**config.mk**
```make
export PLATFORM = sky130hd
export DESIGN_NAME = gpio_ctrl_flat
export DESIGN_NICKNAME = d
export VERILOG_FILES = /design/src/rtl/gpio_ctrl_if.sv /design/src/rtl/gpio_ctrl.sv /design/src/flat_wrapper.sv
export SDC_FILE = /design/constraint.sdc
export NUM_CORES = 1
export LEC_CHECK = 0
export ABC_CLOCK_PERIOD_IN_PS = 2100
export BUFFER_PORTS_ARGS = -buffer_cell sky130_fd_sc_hd__buf_2
export CORE_AREA = 2 2 145 147
export CTS_BUF_LIST = sky130_fd_sc_hd__clkbuf_4
export DETAILED_ROUTE_END_ITERATION = 12
export DIE_AREA = 0 0 147 149
export PLACE_DENSITY_LB_ADDON = 0.15
export SLEW_MARGIN = 20
export SYNTH_ARGS = -nofsm -noshare
export SYNTH_HDL_FRONTEND = slang
export SYNTH_SLANG_ARGS = --single-unit
export TNS_END_PERCENT = 10
```
**constraint.sdc**
```tcl
create_clock -name clk -period 2.1 [get_ports clk]
set_clock_uncertainty 0.1 [all_clocks]
set_input_delay 0.105 -clock clk [delete_from_list [all_inputs] [get_ports clk]]
set_output_delay 0.105 -clock clk [all_outputs]
set_load 0.05 [all_outputs]
```
**src/rtl/gpio_ctrl_if.sv**
```systemverilog
// Wishbone-style peripheral bus bundle for the GPIO controller.
// The master side drives the request; the slave side returns data and ack.
interface gpio_ctrl_if;
    logic        wb_cyc_i;
    logic        wb_stb_i;
    logic        wb_we_i;
    logic [4:0]  wb_adr_i;
    logic [3:0]  wb_sel_i;
    logic [31:0] wb_dat_i;
    logic [31:0] wb_dat_o;
    logic        wb_ack_o;

    modport master (
        output wb_cyc_i, wb_stb_i, wb_we_i, wb_adr_i, wb_sel_i, wb_dat_i,
        input  wb_dat_o, wb_ack_o
    );

    modport slave (
        input  wb_cyc_i, wb_stb_i, wb_we_i, wb_adr_i, wb_sel_i, wb_dat_i,
        output wb_dat_o, wb_ack_o
    );
endinterface

```
**src/rtl/gpio_ctrl.sv**
```systemverilog
// Memory-mapped GPIO controller: output/enable registers, atomic set/clear,
// synchronised pad inputs and edge-detect interrupts with a W1C pending register.
// The pad tri-state itself lives outside: io_data[n] = en_gpio[n] ? o_gpio[n] : Z.
module gpio_ctrl #(
    parameter int NUM_GPIO    = 32,  // 1..32; register bits above this read 0
    parameter int SYNC_STAGES = 2    // input synchroniser depth, at least 2
) (
    input  logic                clk,
    input  logic                reset,
    gpio_ctrl_if.slave          bus,
    input  logic [NUM_GPIO-1:0] i_gpio,
    output logic [NUM_GPIO-1:0] o_gpio,
    output logic [NUM_GPIO-1:0] en_gpio,
    output logic                irq_o
);

    typedef enum logic [2:0] {
        REG_DIN  = 3'd0,
        REG_DOUT = 3'd1,
        REG_OE   = 3'd2,
        REG_SET  = 3'd3,
        REG_CLR  = 3'd4,
        REG_RISE = 3'd5,
        REG_FALL = 3'd6,
        REG_PEND = 3'd7
    } reg_sel_e;

    // State
    logic [NUM_GPIO-1:0] out_reg, oe_reg, rise_en_reg, fall_en_reg, pend_reg;
    logic [NUM_GPIO-1:0] sync_reg [SYNC_STAGES];
    logic [NUM_GPIO-1:0] prev_reg;
    logic                ack_reg;
    logic [31:0]         dat_reg;
    logic                irq_reg;

    // Next-state / decode
    logic [NUM_GPIO-1:0] out_next, oe_next, rise_en_next, fall_en_next, pend_next;
    logic [NUM_GPIO-1:0] w1c, rise_det, fall_det, s_in, mask_n, wdat_n;
    logic [31:0]         byte_mask, wdat_m, rd_mux;
    logic [31:0]         din_w, dout_w, oe_w, rise_w, fall_w, pend_w;
    logic                req;
    reg_sel_e            reg_sel;

    // Address bits [1:0] are byte offsets within a word and carry no meaning here.
    logic unused_adr_bits;
    assign unused_adr_bits = ^bus.wb_adr_i[1:0];

    // A new request is only taken while ack is low, so accesses are spaced by 2 cycles.
    assign req     = bus.wb_cyc_i & bus.wb_stb_i & ~ack_reg;
    assign reg_sel = reg_sel_e'(bus.wb_adr_i[4:2]);

    // Expand the four byte enables into a per-bit write mask.
    for (genvar gi = 0; gi < 32; gi++) begin : g_mask
        assign byte_mask[gi] = bus.wb_sel_i[gi/8];
    end

    // Unselected bytes behave as zero data, which also makes SET/CLR/W1C byte-safe.
    assign wdat_m = bus.wb_dat_i & byte_mask;
    assign mask_n = byte_mask[NUM_GPIO-1:0];
    assign wdat_n = wdat_m[NUM_GPIO-1:0];

    // Zero-extend the NUM_GPIO-wide registers to the 32-bit read bus.
    for (genvar gi = 0; gi < 32; gi++) begin : g_pad
        if (gi < NUM_GPIO) begin : g_live
            assign din_w[gi]  = s_in[gi];
            assign dout_w[gi] = out_reg[gi];
            assign oe_w[gi]   = oe_reg[gi];
            assign rise_w[gi] = rise_en_reg[gi];
            assign fall_w[gi] = fall_en_reg[gi];
            assign pend_w[gi] = pend_reg[gi];
        end else begin : g_zero
            assign din_w[gi]  = 1'b0;
            assign dout_w[gi] = 1'b0;
            assign oe_w[gi]   = 1'b0;
            assign rise_w[gi] = 1'b0;
            assign fall_w[gi] = 1'b0;
            assign pend_w[gi] = 1'b0;
        end
    end

    // Edge detection on the synchronised input against last cycle's sample.
    assign s_in     = sync_reg[SYNC_STAGES-1];
    assign rise_det = s_in & ~prev_reg;
    assign fall_det = ~s_in & prev_reg;

    // Register write decode and pending update; a fresh edge beats a same-cycle W1C.
    always_comb begin
        out_next     = out_reg;
        oe_next      = oe_reg;
        rise_en_next = rise_en_reg;
        fall_en_next = fall_en_reg;
        w1c          = '0;
        if (req && bus.wb_we_i) begin
            case (reg_sel)
                REG_DOUT: out_next     = (out_reg & ~mask_n) | wdat_n;
                REG_OE:   oe_next      = (oe_reg & ~mask_n) | wdat_n;
                REG_SET:  out_next     = out_reg | wdat_n;
                REG_CLR:  out_next     = out_reg & ~wdat_n;
                REG_RISE: rise_en_next = (rise_en_reg & ~mask_n) | wdat_n;
                REG_FALL: fall_en_next = (fall_en_reg & ~mask_n) | wdat_n;
                REG_PEND: w1c          = wdat_n;
                default:  ;
            endcase
        end
        pend_next = (pend_reg & ~w1c) | (rise_det & rise_en_reg) | (fall_det & fall_en_reg);
    end

    // Read data selection; SET and CLR are write-only and read as zero.
    always_comb begin
        rd_mux = '0;
        case (reg_sel)
            REG_DIN:  rd_mux = din_w;
            REG_DOUT: rd_mux = dout_w;
            REG_OE:   rd_mux = oe_w;
            REG_RISE: rd_mux = rise_w;
            REG_FALL: rd_mux = fall_w;
            REG_PEND: rd_mux = pend_w;
            default:  rd_mux = '0;
        endcase
    end

    // Input synchroniser chain plus the previous-sample register for edge detection.
    always_ff @(posedge clk) begin
        if (reset) begin
            for (int k = 0; k < SYNC_STAGES; k++) sync_reg[k] <= '0;
            prev_reg <= '0;
        end else begin
            sync_reg[0] <= i_gpio;
            for (int k = 1; k < SYNC_STAGES; k++) sync_reg[k] <= sync_reg[k-1];
            prev_reg <= s_in;
        end
    end

    // Bus handshake and register file; writes land on the same edge that raises ack.
    always_ff @(posedge clk) begin
        if (reset) begin
            out_reg     <= '0;
            oe_reg      <= '0;
            rise_en_reg <= '0;
            fall_en_reg <= '0;
            pend_reg    <= '0;
            ack_reg     <= 1'b0;
            dat_reg     <= '0;
        end else begin
            out_reg     <= out_next;
            oe_reg      <= oe_next;
            rise_en_reg <= rise_en_next;
            fall_en_reg <= fall_en_next;
            pend_reg    <= pend_next;
            ack_reg     <= req;
            if (req && !bus.wb_we_i) dat_reg <= rd_mux;
        end
    end

    // Interrupt registered from the next pending value so it tracks pend with no extra lag.
    always_ff @(posedge clk) begin
        if (reset) irq_reg <= 1'b0;
        else       irq_reg <= |(pend_next & (rise_en_reg | fall_en_reg));
    end

    assign o_gpio       = out_reg;
    assign en_gpio      = oe_reg;
    assign irq_o        = irq_reg;
    assign bus.wb_ack_o = ack_reg;
    assign bus.wb_dat_o = dat_reg;

endmodule

```
**src/flat_wrapper.sv**
```systemverilog
// flat-port wrapper written by rule: the top's interface ports become plain ports
module gpio_ctrl_flat 
#(
    parameter int NUM_GPIO    = 32,                                           
    parameter int SYNC_STAGES = 2                                           
)
  (clk, reset, i_gpio, o_gpio, en_gpio, irq_o, bus_wb_cyc_i, bus_wb_stb_i, bus_wb_we_i, bus_wb_adr_i, bus_wb_sel_i, bus_wb_dat_i, bus_wb_dat_o, bus_wb_ack_o);
  gpio_ctrl_if bus_i ();
  input  logic clk;
  input  logic reset;
  input  logic [NUM_GPIO-1:0] i_gpio;
  output logic [NUM_GPIO-1:0] o_gpio;
  output logic [NUM_GPIO-1:0] en_gpio;
  output logic irq_o;
  input wire logic [$bits(bus_i.wb_cyc_i)-1:0] bus_wb_cyc_i;
  input wire logic [$bits(bus_i.wb_stb_i)-1:0] bus_wb_stb_i;
  input wire logic [$bits(bus_i.wb_we_i)-1:0] bus_wb_we_i;
  input wire logic [$bits(bus_i.wb_adr_i)-1:0] bus_wb_adr_i;
  input wire logic [$bits(bus_i.wb_sel_i)-1:0] bus_wb_sel_i;
  input wire logic [$bits(bus_i.wb_dat_i)-1:0] bus_wb_dat_i;
  output wire logic [$bits(bus_i.wb_dat_o)-1:0] bus_wb_dat_o;
  output wire logic [$bits(bus_i.wb_ack_o)-1:0] bus_wb_ack_o;
  assign bus_i.wb_cyc_i = bus_wb_cyc_i;
  assign bus_i.wb_stb_i = bus_wb_stb_i;
  assign bus_i.wb_we_i = bus_wb_we_i;
  assign bus_i.wb_adr_i = bus_wb_adr_i;
  assign bus_i.wb_sel_i = bus_wb_sel_i;
  assign bus_i.wb_dat_i = bus_wb_dat_i;
  assign bus_wb_dat_o = bus_i.wb_dat_o;
  assign bus_wb_ack_o = bus_i.wb_ack_o;
  gpio_ctrl #(.NUM_GPIO(NUM_GPIO), .SYNC_STAGES(SYNC_STAGES)) u_core (.clk(clk), .reset(reset), .bus(bus_i), .i_gpio(i_gpio), .o_gpio(o_gpio), .en_gpio(en_gpio), .irq_o(irq_o));
endmodule
```
==> impl_metrics.ini, run 1 <==
[pwr]
p_sw_share_pct = 24.7
p_seq_share_pct = 49.4
intPower_uw = 8680
p_per_area_nw_per_um2 = 761
peakVddDrop_mv = 0.476
combPwrFrac_pct = 8.3
switchingPower_uw = 2850
leakagePower_uw = 0.00620
clock_power_share_pct = 42.4

[finish]
area.growth.synth_to_final_pct = 30.1
num-nets-final = 1646
mostFrequentLayoutCell = dfxtp_1
drive_gt1_share_pct = 24.6
stdcell_area_um2 = 15100
instances_no_fill = 1886
final_cell_mix = dfxtp_1 (289), buf_2 (172), nor2_1 (160)
final_util_pct = 73.7

[logic_synthesis]
synth.distinct_cells = 37
post_synth.cell_area_avg_um2 = 9.16
synth_edf_count = 0
ys.flop_type = dfxtp_1
synthCells = 1271
synth_nets = 1349
ys_seq_area_share_pct = 49.9
ys_warn_count = 0
synth_area_um2 = 11600
async_flop_share_pct = 0
ys_seq_elements = 290

[timing]
setup_tns_ns = -0.0140
fmax_ghz = 0.473
worst_slack_ns = -0.0140
worst_pin_slew_ns = 0.557
maxSlewViolCount = 0
hold_viol_final = 0
setup_viol = 1
slew_headroom_pct = 62.5
fin_crit_sh_pct = 101
holdWs_ns = 0.0662
finalCriticalPeriod_ns = 2.11
rsz0062_at_grt = true

[die]
die_y_um = 149
fp-row-count = 53
coreArea_um2 = 20600
start_util_pct = 56.6
ios = 176
die_width_um = 147
dieArea_um2 = 21900

[run_status]
run_status = complete, but fails checks
failed_checks = negative setup slack

[clock_network]
clk_pin_slew_ns = 0.07
cts_root_buf = clkbuf_4
cts_max_path_buffers = 3
numCtsBuffers = 74
insertion_delay_ns = 0.69
cts_tree = yes
clock-sinks = 290
cts_max_level = 3

[min_path]
hp-start = i_gpio[26]
min_to = u_core.sync_reg[0][26]
worst_hold_path_type = primary input to register
holdPathStages = 3

[detailed_routing]
viasPerCell = 6.01
wl_per_cell_um = 19.5
highest_layer = met4
dr.pass1.iters = 9
drt_iter0_markers = 1057
wl_met2_um = 17600
drcViolationCount = 0
via_count = 11300
wl_met3_um = 3140
met1_length_um = 15300
totalWireLength_um = 36800
final_antenna_net_count = 0

[worst_setup_path]
cp_max_fo = 8
timing.rr.end = u_core.irq_o
worstReg2RegStart = u_core.bus.wb_ack_o
critPathArrivalTime_ns = 2.56
worstRegToRegCells = 8
ff2ff_setup_slack_ns = -0.01
cp-end-kind = register
required_ns = 2.54
crit_type = register to register
start_kind = register

[placed_design]
place.gp.congestion = 0.868
dp_cells = 1675
io_buffers = 173
dpl.hpwl_um = 22400
place_area_um2 = 13000

[global_route]
grt_pass1_vias = 10900
grt_util_all_layers_pct = 32.9
antenna_found_initial = 1
grt_overflow = 0
grt_max_degree = 74
grt_first_pass_wirelength_um = 57500

[flow_run]
drv_cap = 0
==> through the flow <==
step / total power (uW) / worst slack (ns)
floorplan: 6250 / 0.0714
global placement: 6580 / -0.134
detailed placement: 6590 / -0.161
CTS: 11600 / -0.00798
global route: 11900 / -0.120
finish: 11500 / -0.0140
==> worst max path at each step <==
stage	depth (start not counted)	end	from
after floorplan	7	u_core.irq_o	u_core.bus.wb_ack_o
after global placement	7	u_core.irq_o	u_core.bus.wb_ack_o
after detailed placement	7	u_core.irq_o	u_core.bus.wb_ack_o
after CTS	8	u_core.irq_o	u_core.bus.wb_ack_o
after global routing	8	u_core.irq_o	u_core.bus.wb_ack_o
final	8	u_core.irq_o	u_core.bus.wb_ack_o
==> layer usage <==
layer	vias to the layer above	global-route usage, %
met3	68	6.33
met4	0	12.1
met5	-	0
li1	5209	-
met2	582	54.5
met1	5477	43.1
==> power by group through the flow <==
stage / logic [uW] / registers (uW) / clock network (uW)
floorplan: 333 / 5920 / 0
CTS: 923 / 5690 / 4940
global placement: 772 / 5810 / 0
finish: 952 / 5690 / 4880
detailed placement: 781 / 5810 / 0
global route: 1010 / 5700 / 5220
==> cells by family after synthesis <==
kind of cell | Yosys count | share of synthesized area [%]
multiplexers | 66 | 5.68
AND/OR/NAND/NOR | 452 | 19.1
flip-flops | 290 | 49.9
buffers and inverters | 92 | 3.29
AO/OA/AOI/OAI | 371 | 22.1
==> cell type report <==
class | instances | area (um2)
clock inverter | 10 | 116
inverter | 1 | 3.75
fill | 1549 | 5410
timing repair buffer | 309 | 2300
tap | 275 | 344
sequential | 290 | 5810
clock buffer | 108 | 811
multi-input combinational | 892 | 5760
antenna | 1 | 2.50
==> critical path, stage by stage (launching register included) <==
cell and delay (ns):
dfxtp_2 0.33, nand4b_1 0.17, buf_6 0.15, nand2b_4 0.21, buf_12 0.21, a211oi_4 0.24, o22ai_2 0.12, nor4_2 0.27
a41oi_1 0.15
==> synthesized netlist by cell type, types with 2 or more instances <==
| library cell | instances | share of area, % |
|---|---|---|
| a221oi_1 | 31 | 2.3 |
| a211oi_2 | 19 | 2.0 |
| a21boi_0 | 32 | 2.1 |
| o22ai_1 | 16 | 0.86 |
| a311oi_1 | 31 | 2.3 |
| a22o_1 | 31 | 2.3 |
| clkbuf_1 | 76 | 2.5 |
| buf_6 | 3 | 0.29 |
| nand2_2 | 4 | 0.21 |
| a21oi_1 | 66 | 2.8 |
| buf_1 | 2 | 0.064 |
| and3b_1 | 2 | 0.15 |
| buf_2 | 9 | 0.39 |
| nand3_1 | 65 | 2.8 |
| nand3b_1 | 35 | 2.3 |
| nor2b_1 | 101 | 5.4 |
| mux2i_1 | 65 | 5.6 |
| a211oi_1 | 13 | 0.84 |
| dfxtp_1 | 290 | 50 |
| o21ai_0 | 98 | 4.2 |
| nor2_1 | 161 | 5.2 |
| a22oi_1 | 31 | 2.0 |
| nor4_1 | 4 | 0.21 |
| nand2_1 | 73 | 2.4 |
==> what timing repair did <==
action	in CTS	in global routing
gates cloned	2	1
endpoints found under the setup margin	1	5
hold buffers	87	0
buffers inserted	1	1
resized for setup	16	27
hold endpoints to repair	228	0
pin swaps	8	15
Note: power is estimated with default switching activity, not from simulation.
==> run 2, diff against run 1 <==
--- a/config.mk
+++ b/config.mk
@@ -11,7 +11,7 @@
 export CTS_BUF_LIST = sky130_fd_sc_hd__clkbuf_4
 export DETAILED_ROUTE_END_ITERATION = 12
 export DIE_AREA = 0 0 147 149
-export PLACE_DENSITY_LB_ADDON = 0.15
+export PLACE_DENSITY = 0.87
 export SLEW_MARGIN = 20
 export SYNTH_ARGS = -nofsm -noshare
 export SYNTH_HDL_FRONTEND = slang
==> run 2 against run 1 <==
  * The flow still finishes with violations (negative setup slack)
  * Power is 2.5% lower
  * Clock-buffer cell count is 1 lower
  * Cell area is 0.87% lower
  * First-iteration DRC count is 41% higher
  * Sequential share of layout area is 0.34 points higher
  * Non-clock buffer count is 8 higher
  * Clock power is 5.9% lower
  * Combinational power hardly changed
  * Via count is 4.8% higher
  * Sequential power hardly changed
  * Worst setup slack worse by 0.015 ns
  * Highest routed layer unchanged
==> impl_metrics.ini, run 2 (synthesis gave the netlist of run 1 again) <==
[global_route]
grt_pass1_vias = 11500
grt_first_pass_wirelength_um = 58800
grt_max_degree = 82
antenna_found_initial = 1
grt_util_all_layers_pct = 33.6
grt_overflow = 0

[min_path]
holdPathStages = 6
worst_hold_path_type = primary input to register
hp-start = bus_wb_adr_i[2]
min_to = u_core.bus.wb_dat_o[30]

[die]
die_y_um = 149
start_util_pct = 56.6
die_width_um = 147
fp-row-count = 53
coreArea_um2 = 20600
dieArea_um2 = 21900
ios = 176

[worst_setup_path]
required_ns = 2.56
ff2ff_setup_slack_ns = -0.03
crit_type = register to register
critPathArrivalTime_ns = 2.59
cp-end-kind = register
worstRegToRegCells = 7
worstReg2RegStart = u_core.bus.wb_ack_o
cp_max_fo = 8
start_kind = register

[pwr]
peakVddDrop_mv = 0.495
p_per_area_nw_per_um2 = 749
leakagePower_uw = 0.00615

[finish]
final_cell_mix = dfxtp_1 (289), buf_2 (172), nor2_1 (160)
area.growth.synth_to_final_pct = 28.9
n_fill_cell = 1364
num-nets-final = 1652
drive_gt1_share_pct = 24.0
final_util_pct = 73.0
mostFrequentLayoutCell = dfxtp_1

[clock_network]
numCtsBuffers = 75
cts_root_buf = clkbuf_4
insertion_delay_ns = 0.72
cts_tree = yes
clock-sinks = 290
clk_pin_slew_ns = 0.06
cts_max_level = 3
cts_max_path_buffers = 3

[timing]
fmax_ghz = 0.470
slew_headroom_pct = 57.3
fin_crit_sh_pct = 101
rsz0062_at_grt = true
hold_viol_final = 0
worst_slack_ns = -0.0293
setup_tns_ns = -0.0544
holdWs_ns = 0.00180
finalCriticalPeriod_ns = 2.13
worst_pin_slew_ns = 0.641
maxSlewViolCount = 0
setup_viol = 3

[run_status]
run_status = complete, but fails checks
failed_checks = negative setup slack

[detailed_routing]
wl_per_cell_um = 20.5
drcViolationCount = 0
drt_iter0_markers = 1492
via_count = 11900
viasPerCell = 6.27
totalWireLength_um = 38800
dr.pass1.iters = 6
final_antenna_net_count = 0

[placed_design]
place.gp.congestion = 0.904
dpl.hpwl_um = 22600
preCtsSetupSlack_ns = -0.0761
io_buffers = 173

[flow_run]
drv_cap = 0
## run 2: cell count changes in the layout (fill, tap and decap cells not counted), moves of 2 or more
cell / previous run / this run
a211oi_1: 1 / 4
o22ai_2: 6 / 3
buf_6: 3 / 1
buf_4: 34 / 42
o22ai_1: 10 / 13
clkbuf_16: 0 / 2
dlygate4sd3_1: 84 / 86
a211oi_2: 17 / 20
a211oi_4: 14 / 8
clkinv_1: 5 / 13
nand2b_4: 3 / 1
bufinv_16: 3 / 0
buf_12: 13 / 11
## run 2: cell type report
| type | count | area [um2] | area share (%) |
|---|---|---|---|
| diodes | 1 | 2.50 | 0.0167 |
| flip-flops and latches | 290 | 5810 | 38.7 |
| inverters | 1 | 3.75 | 0.0250 |
| well taps | 275 | 344 | 2.29 |
| clock buffers | 107 | 803 | 5.35 |
| repair buffers | 317 | 2360 | 15.7 |
| clock inverters | 15 | 56.3 | 0.375 |
| multi-input cells | 889 | 5640 | 37.6 |
## run 2: power breakdown
part	total (uW)	switching [uW]	leakage (uW)	internal [uW]
combinational	954	591	0.00327	363
clock	4590	2270	0.000521	2320
sequential	5700	78.4	0.00236	5620
total	11200	2940	0.00615	8300
## run 2: worst max-delay path by stage
stage,slack (ns),end,from
floorplan,0.07,u_core.irq_o,u_core.bus.wb_ack_o
detailed placement,-0.08,u_core.irq_o,u_core.bus.wb_ack_o
global placement,-0.03,u_core.irq_o,u_core.bus.wb_ack_o
finish,-0.03,register,u_core.bus.wb_ack_o
global route,-0.09,u_core.irq_o,u_core.bus.wb_ack_o
CTS,0.003,u_core.irq_o,u_core.bus.wb_ack_o
## run 2: through the flow
stage	total power (uW)	cell area, um2	std cells
final	11200	15000	1895
after global routing	11600	15000	1895
after CTS	11200	14800	1888
after detailed placement	6590	13000	1678
after global placement	6570	13000	1678
after floorplan	6250	11600	1271
## run 2: metal layers
metal  up-vias  GRT usage, %  wire [um]  share of wire, %
met2       926          55.3      18200                47
met4         0          18.8       1900               4.9
met3       197          7.49       4440                11
met5         -             0          0                 0
met1      5529          41.1      14200                37
li1       5225             -          -                 -
## run 2: what timing repair did
item                                   in CTS  in global routing
setup endpoints to repair                   1                  8
hold buffers                               88                  0
gates resized for setup                     3                 26
pin swaps                                   1                  4
endpoints found under the hold margin     243                  0
gates cloned                                0                  2
setup buffers                               0                  4
## run 2: critical path, cell delays in order, from the launching register on
cell,delay [ns]
dfxtp_2,0.32
nand4b_1,0.26
buf_6,0.20
nor2b_1,0.19
buf_4,0.17
nand2_1,0.36
mux2i_1,0.33
nor2_1,0.07
